$ cat src/rtl/alu_74382_seq_ctrl.sv
// Sequencer that chains one 4-bit 74382 ALU slice over CHAIN_W/SLICE_W steps, LSB nibble first.
// Optional macro ALU_SEQ_ZERO_FLAG_EN adds the rsp_zero output.
module alu_74382_seq_ctrl #(
  parameter int CHAIN_W  = 16,
  parameter int SLICE_W  = 4,
  parameter int SELECT_W = 3
) (
  input  logic                clk,
  input  logic                rst,
  // Handshakes: a transfer happens on a rising edge where valid && ready;
  // the offering side holds its payload stable until that edge.
  input  logic                req_valid,
  output logic                req_ready,
  input  logic [SELECT_W-1:0] req_sel,
  input  logic [CHAIN_W-1:0]  req_a,
  input  logic [CHAIN_W-1:0]  req_b,
  input  logic                req_cn,
  output logic [SELECT_W-1:0] slice_sel,
  output logic [SLICE_W-1:0]  slice_a,
  output logic [SLICE_W-1:0]  slice_b,
  output logic                slice_cn,
  input  logic [SLICE_W-1:0]  slice_f,
  input  logic                slice_ovr,
  input  logic                slice_cout,
  output logic                rsp_valid,
  input  logic                rsp_ready,
  output logic [CHAIN_W-1:0]  rsp_result,
  output logic                rsp_ovr,
  output logic                rsp_cout,
`ifdef ALU_SEQ_ZERO_FLAG_EN
  output logic                rsp_zero,
`endif
  output logic                busy,
  output logic [1:0]          state_dbg
);

  localparam int N     = CHAIN_W / SLICE_W;
  localparam int CNT_W = (N > 1) ? $clog2(N) : 1;
  localparam logic [CNT_W-1:0] LAST = CNT_W'(N - 1);

  typedef enum logic [1:0] {
    IDLE = 2'd0,
    RUN  = 2'd1,
    DONE = 2'd2
  } state_t;

  state_t              state;
  state_t              next_state;
  logic [SELECT_W-1:0] sel_q;
  logic [CHAIN_W-1:0]  a_q;
  logic [CHAIN_W-1:0]  b_q;
  logic                cn_q;
  logic [CNT_W-1:0]    cnt;
  logic [CHAIN_W-1:0]  result;
  logic                cout_q;
  logic                ovr_q;

  always_ff @(posedge clk) begin
    if (rst) state <= IDLE;
    else     state <= next_state;
  end

  always_comb begin
    next_state = state;
    req_ready  = 1'b0;
    busy       = 1'b1;
    rsp_valid  = 1'b0;
    slice_sel  = '0;
    slice_a    = '0;
    slice_b    = '0;
    slice_cn   = 1'b0;
    case (state)
      IDLE: begin
        req_ready = 1'b1;
        busy      = 1'b0;
        if (req_valid) next_state = RUN;
      end
      RUN: begin
        slice_sel = sel_q;
        slice_a   = a_q[cnt*SLICE_W +: SLICE_W];
        slice_b   = b_q[cnt*SLICE_W +: SLICE_W];
        // Carry ripples through the register between steps.
        slice_cn  = (cnt == '0) ? cn_q : cout_q;
        if (cnt == LAST) next_state = DONE;
      end
      DONE: begin
        rsp_valid = 1'b1;
        if (rsp_ready) next_state = IDLE;
      end
      default: next_state = IDLE;
    endcase
  end

  always_ff @(posedge clk) begin
    if (rst) begin
      sel_q  <= '0;
      a_q    <= '0;
      b_q    <= '0;
      cn_q   <= 1'b0;
      cnt    <= '0;
      result <= '0;
      cout_q <= 1'b0;
      ovr_q  <= 1'b0;
    end else begin
      case (state)
        IDLE: begin
          if (req_valid) begin
            sel_q  <= req_sel;
            a_q    <= req_a;
            b_q    <= req_b;
            cn_q   <= req_cn;
            cnt    <= '0;
            result <= '0;
          end
        end
        RUN: begin
          result[cnt*SLICE_W +: SLICE_W] <= slice_f;
          cout_q <= slice_cout;
          ovr_q  <= slice_ovr;
          // Counter parks on the last step instead of wrapping.
          if (cnt != LAST) cnt <= cnt + 1'b1;
        end
        default: ;
      endcase
    end
  end

  assign rsp_result = result;
  assign rsp_cout   = cout_q;
  assign rsp_ovr    = ovr_q;
  assign state_dbg  = state;

`ifdef ALU_SEQ_ZERO_FLAG_EN
  assign rsp_zero = (state == DONE) && (result == '0);
`endif

endmodule

$ cat config.mk
export PLATFORM = sky130hd
export DESIGN_NAME = alu_74382_seq_ctrl
export DESIGN_NICKNAME = d
export VERILOG_FILES = /design/src/rtl/alu_74382_seq_ctrl.sv
export SDC_FILE = /design/constraint.sdc
export NUM_CORES = 1
export LEC_CHECK = 0
export CORE_MARGIN = 4
export CORE_UTILIZATION = 42
export CTS_CLUSTER_DIAMETER = 120
export DETAILED_ROUTE_END_ITERATION = 10
export GPL_TIMING_DRIVEN = 0
export PLACE_DENSITY = 0.75
export SYNTH_ARGS = -nofsm -noshare
export SYNTH_HDL_FRONTEND = slang
export SYNTH_SLANG_ARGS = --single-unit
export TNS_END_PERCENT = 1
$ cat constraint.sdc
create_clock -name clk -period 3.07 [get_ports clk]
set_input_delay 0.921 -clock clk [delete_from_list [all_inputs] [get_ports clk]]
set_output_delay 0.921 -clock clk [all_outputs]
set_load 0.02 [all_outputs]
* Yosys cells after proc, flatten, opt, wreduce, memory -nomap -nowiden
Cells that the tools add are included.
** Cells by class
- Add/sub/neg operators :: 2
- Equal/unequal tests :: 8
- Shifts and indexed selects :: 4
- Multiplexer cells :: 18
- Reduce and logical (&&, ||, !) cells :: 7
** Operator list (count)
- negator 4 -> 34 bit :: 1
- variable shift 4 x 34 -> 16 bit, first input constant :: 1
- variable part select 4 x 34 -> 16 bit :: 1
- case mux 16 bit (2 select lines) :: 1
- variable part select 16 x 5 -> 4 bit :: 2
- bitwise mux 16 bit :: 1
- 2-to-1 mux 16 bit :: 1
- 2-to-1 mux 2 bit :: 5
- != test 2 bit, second input constant :: 5
- 2-to-1 mux 4 bit :: 2
- case mux 2 bit (3 select lines) :: 1
- AND reduction 3 bit :: 2
- 2-to-1 mux 1 bit :: 5
- equality test 2 bit, second input constant :: 2
- logical NOT 2 bit :: 2
- case mux 2 bit (2 select lines) :: 1
- AND reduction 2 bit :: 2
- 2-to-1 mux 3 bit :: 1
- adder 2 x 1 -> 2 bit, second input constant :: 1
- equality test 2 x 1 -> 1 bit, second input constant :: 1
- nonzero test 2 bit :: 1
** Storage, ports and cells
- Bits in registers :: 58
- Output and inout bits :: 35
- Word-level logic and storage cells :: 48

* Longest topological paths before layout
- Depth in word-level cells :: 4
- Mapped depth :: 6

* Worst setup path after synthesis
Ideal clock, no wire load.
- Path kind :: flip-flop to output port
- Start :: reg cnt[0]
- End :: out slice_cn
- Data arrival time :: 1.427 ns
- Data required time :: 2.149 ns
- Path slack :: 0.722 ns
- Stages on the path, launching flop included :: 6
- Path buffers :: 1
- Path through :: dfxtp_1 > buf_6 > inv_1 > ha_1 > mux2i_1 > nor2_1
** On the way
- Word-level cells in the longest chain between the ends :: 3
** Ends and longest elaborated chain
- start, declared :: RTL line 53 : logic [CNT_W-1:0] cnt;
- start signal, assigned :: RTL line 121 : if (cnt != LAST) cnt <= cnt + 1'b1;
- logical NOT 2 bit :: RTL line 83 : slice_cn = (cnt == '0) ? cn_q : cout_q;
- 2-to-1 mux 1 bit :: RTL line 83
- 2-to-1 mux 1 bit :: RTL line 72 : case (state)
- end, declared :: RTL line 21 : output logic slice_cn,
No other way between the ends.

* Worst setup path after layout
Same ends and word-level chain as after synthesis.

==> metrics.csv <==
metric,value,unit
status,"finished, final reports clean",
GP Congestion,0.798,
vias post-DR,2214,
fraction of layout cells with a size suffix above 1,0.132,
Setup CP Type,flip-flop to output pin,
final setup vio count,0,
top_reg_cell synth,dfxtp_1,
Layout Skew,0.00637,ns
#FFs+latches synth,58,
drt drc,0,
Mapped Area,2560,sq um
"Largest stage delay, worst path",0.38,ns
cell taking the most area after synthesis,dfxtp_1,
Worst-path clk slew,0.07,ns
final WL,6610,um
placed wire-length estimate,4850,um
"Seq/Total Area, Yosys",0.454,
number of flops mapped to enable cells by yosys,0,
Finished Layout Cells,440,
Hold WC Path Type,flip-flop to flip-flop,
post-place setup slack,0.114,ns
Worst-Margin Slew,0.499,ns
Final min period,2.88,ns
CTS root buf,clkbuf_8,
syn nets,321,
Final Hold Violating Endpoints,0,
area delta synth->final,42.2,%
PD cells,467,nW/um^2
clk sinks,58,
largest cells by area after synthesis,"dfxtp_1, nand2_1, a21oi_1",
starting density of the core,0.432,
Vias per Instance,5.03,
TritonCTS clock tree,yes,
Buffers on Ports,80,
total track usage,0.184,
CTS H-tree lvls,3,
Post-CTS Setup Inserts,0,
initial DRC count,103,
worst rel slew slack,0.668,
# placed instances,424,
Crit-path slowest cell,dfxtp_4,
Async SR Flop Fraction,0,
clock buffer depth,2,
# diodes,0,
Final Slew Violations,0,
CP Launch Type,flip-flop,
post-route design area,3630,sq um
CP Data Arrival Time,1.95,ns
first-pass iteration count of the detailed router,4,
Mapped Cells,269,
crit path buf inv count,3,
Leak Pwr,1.52,nW
first-pass GRT wire length,10500,um
I/O pin count,81,
dpl cell area,3450,sq um
CP required,2.15,ns
RSZ-0062 raised after global routing,no,
share of the synthesized area in the top cell type,0.454,
Worst path top cell family by delay,buffers and inverters,
largest net degree at the start of global routing,11,
Routed WL per cell,15.0,um
Post-CTS Hold Buffers,0,
post-route clock period utilization,0.937,
Syn Area/Cell,9.50,sq um
MaxCap Viol Count,0,
core area,5920,sq um
initial antenna violation count,0,
die area,7400,sq um
maximum vdd drop,0.266,mV
final net count,412,
f_max,348,MHz
CTS Buf Count,9,
Crit Path Max Fanout,10,
Critical Path End Type,output pin,
post-route ant nets,0,
yosys warns,0,
fillers,538,
setup slack after layout,0.194,ns
Clock Latency Late Sink,0.33,ns
"count leader, synth",nand2_1,
synth cell count leaders,"nand2_1, dfxtp_1, a21oi_1",
Final TNS setup,0,ns
die width,86.0,um
Std-Cell Rows,28,
Chip Height,86.0,um
count of cell types in the netlist,32,
number of global-route vias before repair,2185,
worst path cell trace,buf_6 > inv_1 > ha_1 > mux2i_1 > nor2_1 > dlygate4sd2_1,
"Remaining Overflow, GRT",0,
[worst reg2reg max path: stages, from the launching register on]
cell	delay (ns)
dfxtp_4	0.41
buf_6	0.19
inv_1	0.12
ha_1	0.37
nand3b_1	0.23
nor4_4	0.24
a22o_1	0.20
[metal layers]
metal	track usage	up-vias	routed length (um)	part of all wire
li1	-	1104	-	-
met1	0.219	1047	2830	0.43
met2	0.315	51	3320	0.50
met3	0.0375	12	326	0.049
met4	0.0863	0	136	0.021
met5	0	-	0	0
[where the power goes]
part	total [mW]	internal [mW]	switching, mW
clock network	0.600	0.312	0.289
logic	0.288	0.151	0.137
registers	0.810	0.789	0.0214
[flip-flops by register name (all words and copies together) (netlist names)]
signal	cells
rsp_ovr	1
rsp_result	16
b_q	16
sel_q	3
cn_q	1
state_dbg	2
cnt	2
a_q	16
rsp_cout	1
[cells in the final DEF (no fill, tap or decap), drive strengths merged]
master and instances:
clkdlybuf4s50 69, or3 1, a21oi 43, nor2 6, mux2i 1, mux2 4
a22o 17, clkbuf 16, and2 11, nor2b 1, nand2b 1, dfxtp 58
inv 5, buf 14, a22oi 1, nor3b 2, clkinv 3, or2 1
nand2 77, ha 6, mux4 8, nor4 3, nand3b 2, dlymetal6s2s 6
nand3 1, and2b 1, or3b 1, and4b 1, dlygate4sd2 5
[metrics by stage]
stage               hold WS [ns]   util  power [mW]
CTS                        0.454  0.611        1.71
global route               0.478  0.614        1.77
global placement           0.437  0.583        1.11
floorplan                  0.432      -       0.987
detailed placement         0.445  0.583        1.12
finish                     0.451  0.614        1.70
[area by class of cell]
cell class / count / area (sq um) / area share
sequential: 58 / 1160 / 0.320
clock inverter: 3 / 15.0 / 0.00413
timing repair buffer: 80 / 810 / 0.223
inverter: 5 / 18.8 / 0.00516
clock buffer: 13 / 149 / 0.0410
multi-input combinational: 189 / 1230 / 0.340
buffer: 17 / 149 / 0.0410
tap: 75 / 93.8 / 0.0258
[cells by family (layout without fill, tap and decap cells)]
family / count (synthesis) / in the layout / synth area share
buf+inv: 22 / 118 / 0.0631
simple gates: 109 / 109 / 0.206
fa+ha+maj: 6 / 6 / 0.0294
compound gates: 61 / 61 / 0.151
flops: 58 / 58 / 0.454
mux: 13 / 13 / 0.0964
[timing repair]
| action | CTS | global route |
|---|---|---|
| cloned | 0 | 0 |
| endpoints found under the hold margin | 0 | 0 |
| resized for setup | 11 | 6 |
| setup endpoints to repair | 11 | 6 |
[worst paths after layout]
check	startpoint	end	slack [ns]	cells past startpoint
worst min-delay path	sel_q[2]	sel_q[2]	0.45	2
worst max register to register	cnt[0]	rsp_result[15]	1.26	6
worst min register to register	sel_q[2]	sel_q[2]	0.45	2
worst max-delay path	cnt[0]	slice_cn	0.19	6
(Power assumes the default switching activity.)
